[config.mk]
export PLATFORM = sky130hd
export DESIGN_NAME = nco_sine_lut
export DESIGN_NICKNAME = d
export VERILOG_FILES = /design/src/rtl/nco_pkg.sv /design/src/rtl/nco_quarter_rom.sv /design/src/rtl/nco_sine_lut.sv
export SDC_FILE = /design/constraint.sdc
export NUM_CORES = 1
export LEC_CHECK = 0
export ABC_AREA = 1
export BUFFER_PORTS_ARGS = -buffer_cell sky130_fd_sc_hd__buf_2
export CAP_MARGIN = 20
export CORE_MARGIN = 10
export CORE_UTILIZATION = 55
export DETAILED_ROUTE_END_ITERATION = 10
export PLACE_DENSITY_LB_ADDON = 0.08
export SYNTH_ARGS = -nofsm -noshare
export SYNTH_HDL_FRONTEND = slang
export SYNTH_SLANG_ARGS = --single-unit
[constraint.sdc]
create_clock -name clk -period 4.1 [get_ports clk]
set_input_delay 0.82 -clock clk [delete_from_list [all_inputs] [get_ports clk]]
set_output_delay 0.82 -clock clk [all_outputs]
set_load 0.02 [all_outputs]
[src/rtl/nco_pkg.sv]
// Shared constants, quadrant type, phase folding and the quarter-wave sine table.
package nco_pkg;
  localparam int DEG_FULL    = 360;
  localparam int DEG_QUARTER = 90;
  localparam int QTAB_DEPTH  = 91;
  localparam int QTAB_W      = 16;

  typedef enum logic [1:0] {Q0, Q1, Q2, Q3} quad_e;

  typedef struct packed {
    logic [6:0] idx;
    logic       neg;
  } fold_t;

  // Entry k = round(32767 * sin(k deg)); indices above 90 are never addressed.
  function automatic logic [QTAB_W-1:0] qtab_entry(input logic [6:0] k);
    logic [QTAB_W-1:0] e;
    e = '0;
    case (k)
      7'd0:  e = 16'd0;     7'd1:  e = 16'd572;   7'd2:  e = 16'd1144;  7'd3:  e = 16'd1715;
      7'd4:  e = 16'd2286;  7'd5:  e = 16'd2856;  7'd6:  e = 16'd3425;  7'd7:  e = 16'd3993;
      7'd8:  e = 16'd4560;  7'd9:  e = 16'd5126;  7'd10: e = 16'd5690;  7'd11: e = 16'd6252;
      7'd12: e = 16'd6813;  7'd13: e = 16'd7371;  7'd14: e = 16'd7927;  7'd15: e = 16'd8481;
      7'd16: e = 16'd9032;  7'd17: e = 16'd9580;  7'd18: e = 16'd10126; 7'd19: e = 16'd10668;
      7'd20: e = 16'd11207; 7'd21: e = 16'd11743; 7'd22: e = 16'd12275; 7'd23: e = 16'd12803;
      7'd24: e = 16'd13328; 7'd25: e = 16'd13848; 7'd26: e = 16'd14364; 7'd27: e = 16'd14876;
      7'd28: e = 16'd15383; 7'd29: e = 16'd15886; 7'd30: e = 16'd16384; 7'd31: e = 16'd16876;
      7'd32: e = 16'd17364; 7'd33: e = 16'd17846; 7'd34: e = 16'd18323; 7'd35: e = 16'd18794;
      7'd36: e = 16'd19260; 7'd37: e = 16'd19720; 7'd38: e = 16'd20173; 7'd39: e = 16'd20621;
      7'd40: e = 16'd21062; 7'd41: e = 16'd21497; 7'd42: e = 16'd21925; 7'd43: e = 16'd22347;
      7'd44: e = 16'd22762; 7'd45: e = 16'd23170; 7'd46: e = 16'd23571; 7'd47: e = 16'd23964;
      7'd48: e = 16'd24351; 7'd49: e = 16'd24730; 7'd50: e = 16'd25101; 7'd51: e = 16'd25465;
      7'd52: e = 16'd25821; 7'd53: e = 16'd26169; 7'd54: e = 16'd26509; 7'd55: e = 16'd26841;
      7'd56: e = 16'd27165; 7'd57: e = 16'd27481; 7'd58: e = 16'd27788; 7'd59: e = 16'd28087;
      7'd60: e = 16'd28377; 7'd61: e = 16'd28659; 7'd62: e = 16'd28932; 7'd63: e = 16'd29196;
      7'd64: e = 16'd29451; 7'd65: e = 16'd29697; 7'd66: e = 16'd29934; 7'd67: e = 16'd30162;
      7'd68: e = 16'd30381; 7'd69: e = 16'd30591; 7'd70: e = 16'd30791; 7'd71: e = 16'd30982;
      7'd72: e = 16'd31163; 7'd73: e = 16'd31335; 7'd74: e = 16'd31498; 7'd75: e = 16'd31650;
      7'd76: e = 16'd31794; 7'd77: e = 16'd31927; 7'd78: e = 16'd32051; 7'd79: e = 16'd32165;
      7'd80: e = 16'd32269; 7'd81: e = 16'd32364; 7'd82: e = 16'd32448; 7'd83: e = 16'd32523;
      7'd84: e = 16'd32587; 7'd85: e = 16'd32642; 7'd86: e = 16'd32687; 7'd87: e = 16'd32722;
      7'd88: e = 16'd32747; 7'd89: e = 16'd32762; 7'd90: e = 16'd32767;
      default: e = '0;
    endcase
    return e;
  endfunction

  function automatic logic [8:0] deg_reduce(input logic [8:0] p);
    return (p >= 9'(DEG_FULL)) ? p - 9'(DEG_FULL) : p;
  endfunction

  function automatic logic [8:0] cos_deg(input logic [8:0] p);
    logic [8:0] s;
    s = deg_reduce(p) + 9'(DEG_QUARTER);
    return (s >= 9'(DEG_FULL)) ? s - 9'(DEG_FULL) : s;
  endfunction

  function automatic fold_t deg_fold(input logic [8:0] p);
    logic [8:0] d;
    logic [8:0] t;
    quad_e      q;
    fold_t      f;
    d = deg_reduce(p);
    if (d < 9'(DEG_QUARTER))          q = Q0;
    else if (d < 9'(2*DEG_QUARTER))   q = Q1;
    else if (d < 9'(3*DEG_QUARTER))   q = Q2;
    else                              q = Q3;
    case (q)
      Q0:      t = d;
      Q1:      t = 9'(2*DEG_QUARTER) - d;
      Q2:      t = d - 9'(2*DEG_QUARTER);
      Q3:      t = 9'(DEG_FULL) - d;
      default: t = d;
    endcase
    f.idx = t[6:0];
    f.neg = (q == Q2) || (q == Q3);
    return f;
  endfunction
endpackage

[src/rtl/nco_quarter_rom.sv]
// Quarter-wave sine table with two registered read ports; both ports load only when en is high.
module nco_quarter_rom
  import nco_pkg::*;
(
  input  logic              clk,
  input  logic              rst_n,
  input  logic              en,
  input  logic [6:0]        idx_a,
  input  logic [6:0]        idx_b,
  output logic [QTAB_W-1:0] mag_a,
  output logic [QTAB_W-1:0] mag_b
);
  logic [QTAB_W-1:0] mag_a_d, mag_a_q;
  logic [QTAB_W-1:0] mag_b_d, mag_b_q;

  always_comb begin
    mag_a_d = qtab_entry(idx_a);
    mag_b_d = qtab_entry(idx_b);
  end

  always_ff @(posedge clk or negedge rst_n) begin
    if (!rst_n) begin
      mag_a_q <= '0;
      mag_b_q <= '0;
    end else if (en) begin
      mag_a_q <= mag_a_d;
      mag_b_q <= mag_b_d;
    end
  end

  assign mag_a = mag_a_q;
  assign mag_b = mag_b_q;
endmodule

[src/rtl/nco_sine_lut.sv]
// Degree phase -> signed sine via folded quarter ROM; 3-cycle latency, whole pipe stalls when output is held.
// Defining NCO_COS_OUT_EN adds cos_out computed through the ROM's second read port.
module nco_sine_lut
  import nco_pkg::*;
#(
  parameter int DATA_W  = 16,
  parameter int PHASE_W = 9
) (
  input  logic                     clk,
  input  logic                     rst_n,
  input  logic [PHASE_W-1:0]       phase_in,
  input  logic                     in_valid,
  output logic                     in_ready,
  output logic signed [DATA_W-1:0] sin_out,
`ifdef NCO_COS_OUT_EN
  output logic signed [DATA_W-1:0] cos_out,
`endif
  output logic                     out_valid,
  input  logic                     out_ready
);
  generate
    if (PHASE_W != 9) begin : g_bad_phase_w
      $error("nco_sine_lut: PHASE_W must be 9");
    end
  endgenerate

  localparam int SHIFT = QTAB_W - DATA_W;

  function automatic logic signed [DATA_W-1:0] scale(input logic [QTAB_W-1:0] mag,
                                                     input logic neg);
    logic signed [QTAB_W-1:0] sh;
    logic signed [DATA_W-1:0] m;
    sh = $signed(mag) >>> SHIFT;
    m  = sh[DATA_W-1:0];
    return neg ? -m : m;
  endfunction

  logic                     adv;
  fold_t                    s1_sin_d, s1_sin_q;
  logic                     s1_vld_q;
  logic                     s2_vld_q, s2_neg_q;
  logic                     out_vld_q;
  logic signed [DATA_W-1:0] sin_d, sin_q;
  logic [QTAB_W-1:0]        mag_sin;

  assign adv      = !out_vld_q || out_ready;
  assign in_ready = adv;

  always_comb begin
    s1_sin_d = deg_fold(phase_in);
    sin_d    = scale(mag_sin, s2_neg_q);
  end

  always_ff @(posedge clk or negedge rst_n) begin
    if (!rst_n) begin
      s1_vld_q  <= 1'b0;
      s1_sin_q  <= '0;
      s2_vld_q  <= 1'b0;
      s2_neg_q  <= 1'b0;
      out_vld_q <= 1'b0;
      sin_q     <= '0;
    end else if (adv) begin
      s1_vld_q  <= in_valid;
      s1_sin_q  <= s1_sin_d;
      s2_vld_q  <= s1_vld_q;
      s2_neg_q  <= s1_sin_q.neg;
      out_vld_q <= s2_vld_q;
      sin_q     <= sin_d;
    end
  end

  assign sin_out   = sin_q;
  assign out_valid = out_vld_q;

`ifdef NCO_COS_OUT_EN
  // cos(d) = sin(d + 90), folded alongside the sine path.
  fold_t                    s1_cos_d, s1_cos_q;
  logic                     s2_cneg_q;
  logic signed [DATA_W-1:0] cos_d, cos_q;
  logic [QTAB_W-1:0]        mag_cos;

  always_comb begin
    s1_cos_d = deg_fold(cos_deg(phase_in));
    cos_d    = scale(mag_cos, s2_cneg_q);
  end

  always_ff @(posedge clk or negedge rst_n) begin
    if (!rst_n) begin
      s1_cos_q  <= '0;
      s2_cneg_q <= 1'b0;
      cos_q     <= '0;
    end else if (adv) begin
      s1_cos_q  <= s1_cos_d;
      s2_cneg_q <= s1_cos_q.neg;
      cos_q     <= cos_d;
    end
  end

  assign cos_out = cos_q;

  nco_quarter_rom u_rom (
    .clk   (clk),
    .rst_n (rst_n),
    .en    (adv),
    .idx_a (s1_sin_q.idx),
    .idx_b (s1_cos_q.idx),
    .mag_a (mag_sin),
    .mag_b (mag_cos)
  );
`else
  logic [QTAB_W-1:0] unused_mag_b;

  nco_quarter_rom u_rom (
    .clk   (clk),
    .rst_n (rst_n),
    .en    (adv),
    .idx_a (s1_sin_q.idx),
    .idx_b (7'd0),
    .mag_a (mag_sin),
    .mag_b (unused_mag_b)
  );
`endif
endmodule

* After elaboration in Yosys (flattened, before gate mapping)
Memories as Yosys holds them, arrays and structs flattened. A register that Yosys moved wholly into a read port is not among the register bits.
Index checks and enable logic that the tools add are counted.
W data, S select, Z words.
** Word-level totals
- Output and inout port bits :: 18
- Memories :: 1
- Bits in read-only memories :: 1920
- Register bits :: 44
** Operators by class
- Muxes and demuxes :: 6
- Equal/unequal tests :: 3
- Reductions and logical operators :: 5
- $add $sub $neg :: 5
- $lt $le $gt $ge :: 4
** Memories
- (no name shown) :: depth 128, bits a word 15, rd ports 1, clocked after Yosys merged registers in 1, wr ports 0, line nco_pkg.sv:19 : case (k)
** Operators with widths (count)
- $pmux W7 S4 :: 1
- $mux W16 :: 1
- $neg A16 Y16 :: 1
- $ge A9 B9 Y1 const B :: 1
- $lt A9 B7 Y1 const B :: 1
- $lt A9 B8 Y1 const B :: 1
- $lt A9 B9 Y1 const B :: 1
- $mux W9 :: 1
- $sub A9 B9 Y9 const B :: 1
- $sub A6 B7 Y7 const A :: 1
- $sub A7 B6 Y7 const B :: 1
- $sub A7 B7 Y7 const A :: 1
- $eq A2 B2 Y1 const B :: 2
- $mux W2 :: 2
- $eq A2 B1 Y1 const B :: 1
- $logic_not A1 Y1 :: 2
- $logic_not A2 Y1 :: 1
- $logic_or A1 B1 Y1 :: 2
- $mux W1 :: 1

* Depth between registers and ports, before layout
Gate-level depths: netlist of run 1.
- Depth in word-level cells :: 8
- Gate-level depth with buffers :: 27
- Mapped depth without buffers :: 27

* Hierarchy
A second synthesis of run 1 with hierarchy kept.
** Unflattened totals
- Cells, all modules :: 1125
- Area, all modules :: 6543.8 µm²
** By module, submodules not included
- nco_quarter_rom :: cells an instance 832, seq. area each 750.7 µm², area an instance 4431.8 µm², instances 1
- nco_sine_lut :: cells an instance 293, seq. area each 700.7 µm², area an instance 2112.0 µm², instances 1

* Worst setup path before layout of run 1
No wires, ideal clock.
- Path kind :: input -> register
- From :: in phase_in[0]
- To :: reg s1_sin_q[7] (netlist name)
- Required time :: 3.987 ns
- Data arrival time :: 3.178 ns
- Slack :: 0.809 ns
- Setup time :: 0.113 ns
- Stages on the path :: 26
- Cells stage by stage :: inv_1 -> ha_1 -> inv_1 -> nor2_2 -> nand2_4 -> nand2_8 -> nand2_4 -> nand2_2 -> nand2_4 -> nor2_1 -> nand3_2 -> nand2_4 -> inv_1 -> ha_1 -> nand3_1 -> nand3_1 -> a21oi_1 -> nand3_1 -> nand2_1 -> nand2_1 -> nand3_1 -> nand2_1 -> nand3_1 -> nand3_1 -> nand2_1 -> inv_1
** Between the ends
- Cells in the longest elaborated chain, start to end :: 8
- Elaborated cells between the ends (all ways) :: 17
- Those cells by class :: add/sub (4); order compare (4); eq/ne (3); mux (5); reduce/logical (1)
** RTL lines
- start, declared :: line nco_sine_lut.sv:11 : input logic [PHASE_W-1:0] phase_in,
- $sub A9 B9 Y9 or $ge A9 B9 Y1 (tied branches) :: line nco_pkg.sv:49 : return (p >= 9'(DEG_FULL)) ? p - 9'(DEG_FULL) : p;
- $mux W9 (*) :: line nco_pkg.sv:49
- $lt A9 B9 Y1 :: line nco_pkg.sv:66 : else if (d < 9'(3*DEG_QUARTER)) q = Q2;
- $mux W1 :: line nco_pkg.sv:66
- $mux W2 :: line nco_pkg.sv:65 : else if (d < 9'(2*DEG_QUARTER)) q = Q1;
- $mux W2 :: line nco_pkg.sv:64 : if (d < 9'(DEG_QUARTER)) q = Q0;
- $eq A2 B2 Y1 (tied with other cells) :: line nco_pkg.sv:68 : case (q)
- $pmux W7 S4 (*) :: line nco_pkg.sv:68
- end signal, assigned :: line nco_sine_lut.sv:64 : s1_sin_q <= s1_sin_d;
- end, declared :: line nco_sine_lut.sv:39 : fold_t s1_sin_d, s1_sin_q;
Every way passes the cells marked *; elsewhere a longest branch is shown, timed or not.
A chain may end at the register's enable or synchronous reset.

* Worst setup path in the final report of run 1
- From :: in phase_in[1]
- To :: reg s1_sin_q[7] (netlist name)
The elaborated chain is that of the path after synthesis.

==> flow_summary_export.csv, run 1 <==
group,metric,value,unit
sta,setup_viol,0,
job,max-cap-violations,0,
clock_tree,post_cts_buffers,0,
sta,finalClockSkew,0.0171,ns
clock_tree,ctsHoldBuffers,0,
synthesis,synth.avg_cell_area,6.65,sq um
sta,grt_setup_unrepaired,"no",
finish,final_cells,762,
sta,hold_viol,0,
setup_path,slowest_stage,"ha_1",
route,route.vias.total,4645,
floorplan,start_util,55.9,%
floorplan,core_area,7610,sq um
route,drcViolationCount,0,
synthesis,async_reset_ff_share,100,%
setup_path,critPathKind,"primary input to flop",
clock_tree,ctsResizeCount,0,
global_routing,grt_max_degree,54,
synthesis,ys_seq_elements,43,
synthesis,synthAdderAreaFrac,5.35,%
sta,hold_slack,0.469,ns
floorplan,io_pins,31,
floorplan,dieHeight,108,microns
synthesis,synthMuxAreaShare,0,%
floorplan,die_area,11700,sq um
global_routing,grtUsageTotal,22.6,%
place,dp_hpwl,9910,microns
setup_path,endpoint_kind,"flop",
setup_path,worstPathMaxFanout,9,
synthesis,synth_compound_area_share,20.1,%
route,drt_iter0_markers,573,
outcome,outcome,"finished, final reports clean",
synthesis,synth.net_count,670,
setup_path,slowest_delay,0.31,ns
min_path,hold_class,"flop to flop",
min_path,min_from,"s2_vld_q",
clock_tree,cts_num_sinks,43,
route,first_pass_iters,5,
route,avgViaCountPerCell,6.10,
sta,drv_slew,0,
synthesis,synth_top_family_by_area,"simple AND/OR/NAND/NOR gates",
power_and_ir_drop,power.density,717,nW/um^2
route,wl_per_cell,17.4,microns
clock_tree,cts_root_buffer,"clkbuf_8",
finish,fin_nets,689,
place,portBuffers,30,
synthesis,synth_enable_flop_cells,0,
power_and_ir_drop,vdd.ir_drop.worst,328,uV
finish,antenna_cells,0,
synthesis,ys_seq_area_share,25.3,%
finish,drive_above_1_share,14.8,%
setup_path,required,4.31,ns
clock_tree,clk_latency,0.31,ns
setup_path,worstSetupStartpointType,"primary input",
place,dpl.cell_count,754,
finish,syn2layout_area_growth,8.09,%
synthesis,synth-xor-area-share,3.71,%
sta,fin_tns_setup,0,ns
synthesis,ys_warn_count,0,
clock_tree,cts_buffers,5,
global_routing,grt_pass1_vias,4336,
setup_path,timing.critical_path.mode_cell,"nand3_1",
power_and_ir_drop,power_leakage,2.21,nW
global_routing,grt_pass1_wl,21600,microns
synthesis,synth_ff_type,"dfrtp_1",
setup_path,crit_buf_inv,5,
route,final_antenna_net_count,0,
route,drt-total-wl,13300,microns
sta,relSlewSlack,36.0,%
setup_path,critPathLaunch,"phase_in[1]",
clock_tree,clk_pin_slew,0.09,ns
clock_tree,tritoncts,"yes",
global_routing,antenna_found_initial,0,
synthesis,syn_area,4250,sq um
global_routing,overflow,0,
sta,period_share,84.1,%
synthesis,syn_inst,640,
setup_path,cp.arrival,3.66,ns
clock_tree,cts_buffer_depth,2,
floorplan,row_count,32,
synthesis,synthSimpleGateAreaFrac,35.5,%
setup_path,critical-path-top-delay-family,"simple AND/OR/NAND/NOR gates",
synthesis,ys_types,48,
floorplan,fp.dieW,108,microns
sta,fmax,0.290,GHz
sta,tightest_slew,0.960,ns
power_and_ir_drop,fin_total_pwr,0.00329,W
clock_tree,htreeDepth,2,
setup_path,reg2reg_from,"s1_sin_q[2]",
place,gp_congestion,1.03,
sta,period_minus_slack,3.45,ns
## Yosys cell counts (5+ instances only)
cell	number	area [sq um]
xor2_1	13	114
a31oi_1	15	93.8
nand2_1	128	480
nand4_1	7	43.8
a22oi_1	7	52.6
ha_1	15	188
nor3_1	11	55.1
clkbuf_1	21	78.8
o21ai_0	49	245
a21oi_1	31	155
nand3_1	55	275
dfrtp_1	43	1080
o211ai_1	7	52.6
o311ai_0	6	52.6
nand2_2	10	62.6
nor2_1	67	251
nand2_4	10	113
nand3_2	6	60.1
inv_1	74	278
xnor2_1	5	43.8
inv_2	6	22.5
## metal layers
metal	share of wire [%]	GRT usage, %	wire [microns]	up-vias
li1	-	-	-	2183
met1	42	29.4	5550	2146
met2	44	36.1	5850	260
met3	9.8	4.58	1300	56
met4	4.2	8.59	561	0
met5	0	0	0	-
## logic make-up (layout without fill, tap and decap cells)
kind of cell / Yosys count / count (layout)
AOI/OAI and AO/OA: 140 / 140
DFF: 43 / 43
and+or+nand+nor: 313 / 313
xor gates and xnor gates: 18 / 18
adders and majority gates: 17 / 17
buffers and inverters: 109 / 129
## per-stage QoR
stage / utilization [%] / setup slack (ns) / cell area [sq um]
after global placement: 58.9 / 0.475 / 4480
after detailed placement: 58.9 / 0.342 / 4480
final: 60.4 / 0.653 / 4600
after global routing: 60.4 / 0.325 / 4600
after floorplan: - / 0.809 / 4250
after CTS: 60.4 / 0.668 / 4600
## flip-flops by register name (all words and copies together), names as in the netlist
| register | cells |
|---|---|
| s1_sin_q | 8 |
| s1_vld_q | 1 |
| s2_neg_q | 1 |
| s2_vld_q | 1 |
| sin_out | 16 |
| out_valid | 1 |
| u_rom.mag_a | 15 |
## worst paths after layout
| kind | slack (ns) | depth (start not counted) | end |
|---|---|---|---|
| setup / recovery | 0.65 | 27 | s1_sin_q[7] |
| hold / removal | 0.47 | 2 | out_valid |
| max in group asynchronous | 2.84 | 1 | u_rom.mag_a[11] |
| min in group asynchronous | 0.66 | 1 | sin_out[0] |
| hold reg to reg | 0.47 | 2 | out_valid |
| setup reg to reg | 1.41 | 10 | u_rom.mag_a[3] |
## final cells by class
cell class	count	area, sq um
sequential	43	1080
clock buffer	5	68.8
multi-input combinational	488	2760
clock inverter	3	46.3
inverter	83	312
tap	102	128
fill	738	3010
timing repair buffer	38	210
## worst register-to-register path, cell delays in order, from the launching register on
cell and delay [ns]:
dfrtp_1 0.66, inv_1 0.33, ha_1 0.45, inv_1 0.15, nand2_1 0.12, nand2_1 0.11, nand2_1 0.14, a21oi_1 0.09
o32ai_1 0.30, nand2_1 0.12, a31oi_1 0.15
## placed cells by master (no fill, tap or decap), drive strengths merged, types with 2 or more instances in the layout
cell type  instances
fa                 2
or2                4
a31o               3
xnor2              5
a21oi             33
nand3b             4
a311oi             2
inv               81
nor3              11
clkinv             3
nor2              75
nand3             62
nand2            149
xor2              13
o32ai              2
nand4              7
a31oi             15
o22ai              3
dfrtp             43
clkbuf             5
o311ai             6
o211ai             7
buf               38
a211oi             4
o21ai             53
ha                15
o221ai             2
a22oi              7
## where the power goes
part           switching [W]  internal (W)
combinational        0.00142      0.000683
clock               0.000171      0.000184
sequential          0.000208      0.000625
total                0.00180       0.00149
No activity file was read; power rests on OpenSTA's default activity.
==> inputs of run 2 (changes only) <==
==> constraint.sdc (replaced) <==
create_clock -name clk -period 2.9 [get_ports clk]
set_input_delay 0.58 -clock clk [delete_from_list [all_inputs] [get_ports clk]]
set_output_delay 0.58 -clock clk [all_outputs]
set_load 0.02 [all_outputs]
==> run 2 against run 1 <==
- global-route usage rose by 2.3 points
- critical path depth down 21
- sequential share of layout area shrank 2.1 points
- die area unchanged
- final cell count rose by 5.9%
- utilization grew 5.8 points
- power is 50% higher
- sequential cell count did not move
- register-to-register slack got worse by 1.3 ns
- count of clock-buffer cells in the layout unchanged
- non-clock buffer count increased by 45
==> flow_summary_export.csv, run 2 (synthesis results as in run 1) <==
group,metric,value,unit
power_and_ir_drop,p_comb_share,65.7,%
clock_tree,cts_num_sinks,43,
floorplan,core_area,7610,sq um
global_routing,grt_max_degree,53,
setup_path,worstPathMaxFanout,15,
sta,relSlewSlack,37.4,%
setup_path,required,3.12,ns
route,first_pass_iters,7,
clock_tree,clk_pin_slew,0.10,ns
power_and_ir_drop,power_leakage,2.43,nW
sta,tightest_slew,0.939,ns
sta,period_share,95.0,%
setup_path,critPathKind,"flop to flop",
floorplan,fp.dieW,108,microns
power_and_ir_drop,seq_power_share,24.5,%
finish,fill_cells,669,
global_routing,grt_pass1_wl,23600,microns
global_routing,grt_pass1_vias,4589,
setup_path,cp.arrival,2.97,ns
power_and_ir_drop,p_int,0.00228,W
clock_tree,cts_buffer_depth,2,
job,max-cap-violations,0,
finish,most-common-layout-cells,"127 x nand2_1, 69 x inv_1, 64 x nor2_1",
route,avgViaCountPerCell,5.96,
power_and_ir_drop,power_switching,0.00267,W
power_and_ir_drop,power.density,981,nW/um^2
power_and_ir_drop,p_clk_share,9.8,%
global_routing,overflow,0,
place,gp_congestion,1.07,
clock_tree,cts_buffers,5,
route,drcViolationCount,0,
sta,hold_viol,0,
clock_tree,cts_root_buffer,"clkbuf_8",
place,pre_cts_slack,-0.138,ns
sta,fmax,0.363,GHz
clock_tree,htreeDepth,2,
floorplan,start_util,55.9,%
finish,utilization,66.3,%
route,route.vias.total,4808,
finish,fin_area,5040,sq um
finish,antenna_cells,0,
finish,layout_commonest_cell,"nand2_1",
sta,finalClockSkew,0.0170,ns
global_routing,antenna_found_initial,0,
route,wl_per_cell,18.0,microns
clock_tree,tritoncts,"yes",
sta,fin_tns_setup,0,ns
power_and_ir_drop,vdd.ir_drop.worst,414,uV
power_and_ir_drop,p_sw_share,53.9,%
clock_tree,clk_latency,0.30,ns
sta,setup_viol,0,
finish,syn2layout_area_growth,18.5,%
place,portBuffers,30,
sta,layout_setup_ws,0.144,ns
floorplan,dieHeight,108,microns
floorplan,row_count,32,
place,place_area,4910,sq um
min_path,hold_class,"primary input to asynchronous set/reset pin",
place,dp_hpwl,11400,microns
route,drt-total-wl,14500,microns
sta,drv_slew,0,
finish,largest_reg_flops,16,
power_and_ir_drop,fin_total_pwr,0.00495,W
outcome,outcome,"finished, final reports clean",
finish,fin_nets,734,
route,final_antenna_net_count,0,
floorplan,io_pins,31,
sta,grt_setup_unrepaired,"no",
setup_path,worstSetupStartpointType,"flop",
finish,drive_above_1_share,22.7,%
floorplan,die_area,11700,sq um
sta,period_minus_slack,2.76,ns
global_routing,grtUsageTotal,24.9,%
route,drt_iter0_markers,422,
setup_path,endpoint_kind,"flop",
run 2: changes by cell type in the layout (fill, tap and decap cells not counted), sizes merged:
cell	change
buf	+45
run 2: cell type report:
cell class                 instances  area, sq um  area share, %
multi-input combinational        488         2860           56.7
clock buffer                       5         68.8           1.37
tap                              102          128           2.53
inverter                          83          317           6.28
sequential                        43         1080           21.3
clock inverter                     3         46.3          0.918
timing repair buffer              83          548           10.9
run 2: path summary, 6_finish.rpt:
kind,slack [ns],to,startpoint,cells after the start
max,0.14,u_rom.mag_a[1],s1_sin_q[4],6
min,0.42,sin_out[3],rst_n,1
max reg2reg,0.14,u_rom.mag_a[1],s1_sin_q[4],6
min reg2reg,0.46,out_valid,s2_vld_q,2
max in group asynchronous,1.89,u_rom.mag_a[14],rst_n,1
min in group clk,0.46,out_valid,s2_vld_q,2
run 2: worst max-delay path: stages, from the launching register on:
cell and delay [ns]:
dfrtp_1 0.73, clkinv_1 0.52, nor2_1 0.73, a21oi_1 0.20, o311ai_0 0.15, nand3_1 0.16
a22oi_1 0.18
run 2: routing by layer:
metal	up-vias	wire length (microns)	track usage (%)
met5	-	0	0
met4	0	412	6.49
met3	43	1360	3.57
met2	291	6520	40.7
met1	2207	6210	33.7
li1	2267	-	-
run 2: stage by stage:
stage | instances | hold slack [ns]
finish | 807 | 0.416
global route | 807 | 0.476
CTS | 807 | 0.455
detailed placement | 799 | 0.437
global placement | 799 | 0.430
floorplan | 640 | 0.284
run 2: power by group through the flow:
stage,Sequential [W],Combinational [W],Clock (W)
floorplan,0.00124,0.00200,0
global placement,0.00119,0.00312,0
detailed placement,0.00121,0.00315,0
CTS,0.00120,0.00317,0.000487
global route,0.00125,0.00355,0.000509
finish,0.00121,0.00325,0.000485
run 2: timing repair:
item	in CTS	in global routing
endpoints found under the setup margin	0	1
gates resized for setup	0	2
hold endpoints to repair	0	0
hold buffers	0	0
setup buffers	0	0
==> inputs of run 3 (changes only) <==
--- a/config.mk
+++ b/config.mk
@@ -8,8 +8,10 @@
 export ABC_AREA = 1
 export BUFFER_PORTS_ARGS = -buffer_cell sky130_fd_sc_hd__buf_2
 export CAP_MARGIN = 20
+export CELL_PAD_IN_SITES_DETAIL_PLACEMENT = 1
+export CELL_PAD_IN_SITES_GLOBAL_PLACEMENT = 2
 export CORE_MARGIN = 10
-export CORE_UTILIZATION = 55
+export CORE_UTILIZATION = 31
 export DETAILED_ROUTE_END_ITERATION = 10
 export PLACE_DENSITY_LB_ADDON = 0.08
 export SYNTH_ARGS = -nofsm -noshare
==> run 3 against run 2 <==
- die area increased by 61%
- utilization decreased by 26 points
- clock power increased by 35%
- count of clock-buffer cells in the layout increased by 1
==> flow_summary_export.csv, run 3 (synthesis results as in run 1) <==
group,metric,value,unit
outcome,outcome,"finished, final reports clean",
finish,drive_above_1_share,24.0,%
clock_tree,cts_num_sinks,43,
clock_tree,ctsHoldBuffers,0,
finish,multi_input_area,2910,sq um
finish,syn2layout_area_growth,25.1,%
global_routing,groute.layer.met2.usage,27.2,%
clock_tree,clk_pin_slew,0.06,ns
finish,most-common-layout-cells,"125 x nand2_1, 67 x inv_1, 64 x nor2_1",
setup_path,slowest_stage,"ha_4",
finish,regArea,1080,sq um
sta,tightest_slew,0.703,ns
route,route.vias.total,4678,
power_and_ir_drop,power_leakage,2.51,nW
sta,relSlewSlack,53.0,%
setup_path,endpoint_kind,"flop",
job,max-cap-violations,0,
clock_tree,tritoncts,"yes",
finish,fill_cells,1716,
global_routing,grt_max_degree,44,
setup_path,slowest_delay,0.24,ns
place,portBuffers,30,
global_routing,antenna_found_initial,0,
sta,drv_slew,0,
route,drcViolationCount,0,
floorplan,start_util,31.9,%
clock_tree,htreeDepth,2,
global_routing,busiest_layer,"met2",
setup_path,worstPathMaxFanout,8,
route,final_antenna_net_count,0,
floorplan,fp.dieW,137,microns
finish,antenna_cells,0,
floorplan,die_area,18800,sq um
setup_path,cp.arrival,2.91,ns
route,wl_per_cell,18.5,microns
finish,layout_commonest_cell,"nand2_1",
setup_path,critical-path-top-delay-family,"simple AND/OR/NAND/NOR gates",
sta,hold_slack,0.111,ns
power_and_ir_drop,power_switching,0.00270,W
power_and_ir_drop,p_clk_share,12.8,%
finish,fin_area,5320,sq um
sta,fmax,0.373,GHz
place,place_area,5000,sq um
global_routing,overflow,0,
setup_path,critPathKind,"primary input to flop",
power_and_ir_drop,seq_power_share,22.5,%
global_routing,grt_pass1_vias,4868,
floorplan,io_pins,31,
route,drt_iter0_markers,293,
route,drt-total-wl,16400,microns
setup_path,worstSetupStartpointType,"primary input",
place,dp_hpwl,12900,microns
finish,largest_reg_flops,16,
sta,finalClockSkew,0.00231,ns
floorplan,dieHeight,137,microns
clock_tree,cts_root_buffer,"clkbuf_16",
clock_tree,cts_buffer_depth,2,
power_and_ir_drop,fin_total_pwr,0.00514,W
route,first_pass_iters,5,
floorplan,core_area,13300,sq um
global_routing,globalRouteMet3Util,3.04,%
power_and_ir_drop,p_int,0.00244,W
sta,setup_viol,0,
sta,period_minus_slack,2.68,ns
power_and_ir_drop,power.density,966,nW/um^2
sta,grt_setup_unrepaired,"yes",
power_and_ir_drop,p_comb_share,64.7,%
global_routing,grtUsageTotal,17.7,%
setup_path,required,3.13,ns
global_routing,grt.met1_usage,24.8,%
power_and_ir_drop,p_sw_share,52.6,%
clock_tree,clk_latency,0.29,ns
finish,fin_nets,738,
place,gp_congestion,0.981,
sta,period_share,92.5,%
global_routing,grt_pass1_wl,26700,microns
route,avgViaCountPerCell,5.29,
floorplan,row_count,42,
sta,hold_viol,0,
clock_tree,cts_buffers,5,
setup_path,crit_buf_inv,5,
min_path,hold_class,"primary input to asynchronous set/reset pin",
power_and_ir_drop,vdd.ir_drop.worst,439,uV
==> run 3: worst reg2reg max path, stage by stage (launching register included) <==
cell and delay, ns:
dfrtp_1 0.57, inv_1 0.24, ha_1 0.42, inv_1 0.27
nor2_1 0.11, o21ai_0 0.16, o211ai_1 0.15, a21oi_1 0.31
o21ai_0 0.14
==> run 3: cell type report <==
cell class	instances	area share, %
Multi-Input combinational cell	488	54.6
Clock buffer	6	2.61
Inverter	83	6.09
Clock inverter	2	0.659
Timing Repair Buffer	87	11.6
Sequential cell	43	20.2
Tap cell	176	4.14
==> run 3: through the flow <==
stage | TNS (ns) | worst slack [ns] | utilization (%) | instances
6_report | 0 | 0.219 | 39.9 | 885
5_1_grt | -0.0396 | -0.0396 | 39.9 | 885
4_1_cts | 0 | 0.112 | 38.8 | 881
3_5_place_dp | -0.381 | -0.194 | 37.5 | 873
3_3_place_gp | -0.164 | -0.102 | 37.5 | 873
2_1_floorplan | 0 | 0.00604 | - | 640
==> run 3: path summary, 6_finish.rpt <==
check,startpoint,endpoint,slack (ns),depth (start not counted)
setup / recovery,phase_in[3],s1_sin_q[7],0.22,26
hold / removal,rst_n,s1_sin_q[0],0.11,1
setup reg to reg,s1_sin_q[1],u_rom.mag_a[4],0.39,8
hold reg to reg,s2_vld_q,out_valid,0.47,2
max in group asynchronous,rst_n,sin_out[14],2.37,2
min in group clk,s2_vld_q,out_valid,0.47,2
==> run 3: power groups by stage <==
stage          combinational (W)  clock (W)  sequential, W
2_1_floorplan            0.00200          0        0.00124
3_3_place_gp             0.00326          0        0.00115
3_5_place_dp             0.00327          0        0.00116
4_1_cts                  0.00328   0.000667        0.00116
5_1_grt                  0.00371   0.000697        0.00121
6_report                 0.00333   0.000656        0.00116
==> run 3: routing by layer <==
layer,part of all wire [%],vias up
li1,-,2276
met2,44,151
met5,0,-
met4,2.1,0
met3,6.7,21
met1,47,2230
==> run 3: what timing repair did <==
item                                    CTS  global route
endpoints found under the setup margin    0             2
setup buffers                             0             3
gates resized for setup                   0            23
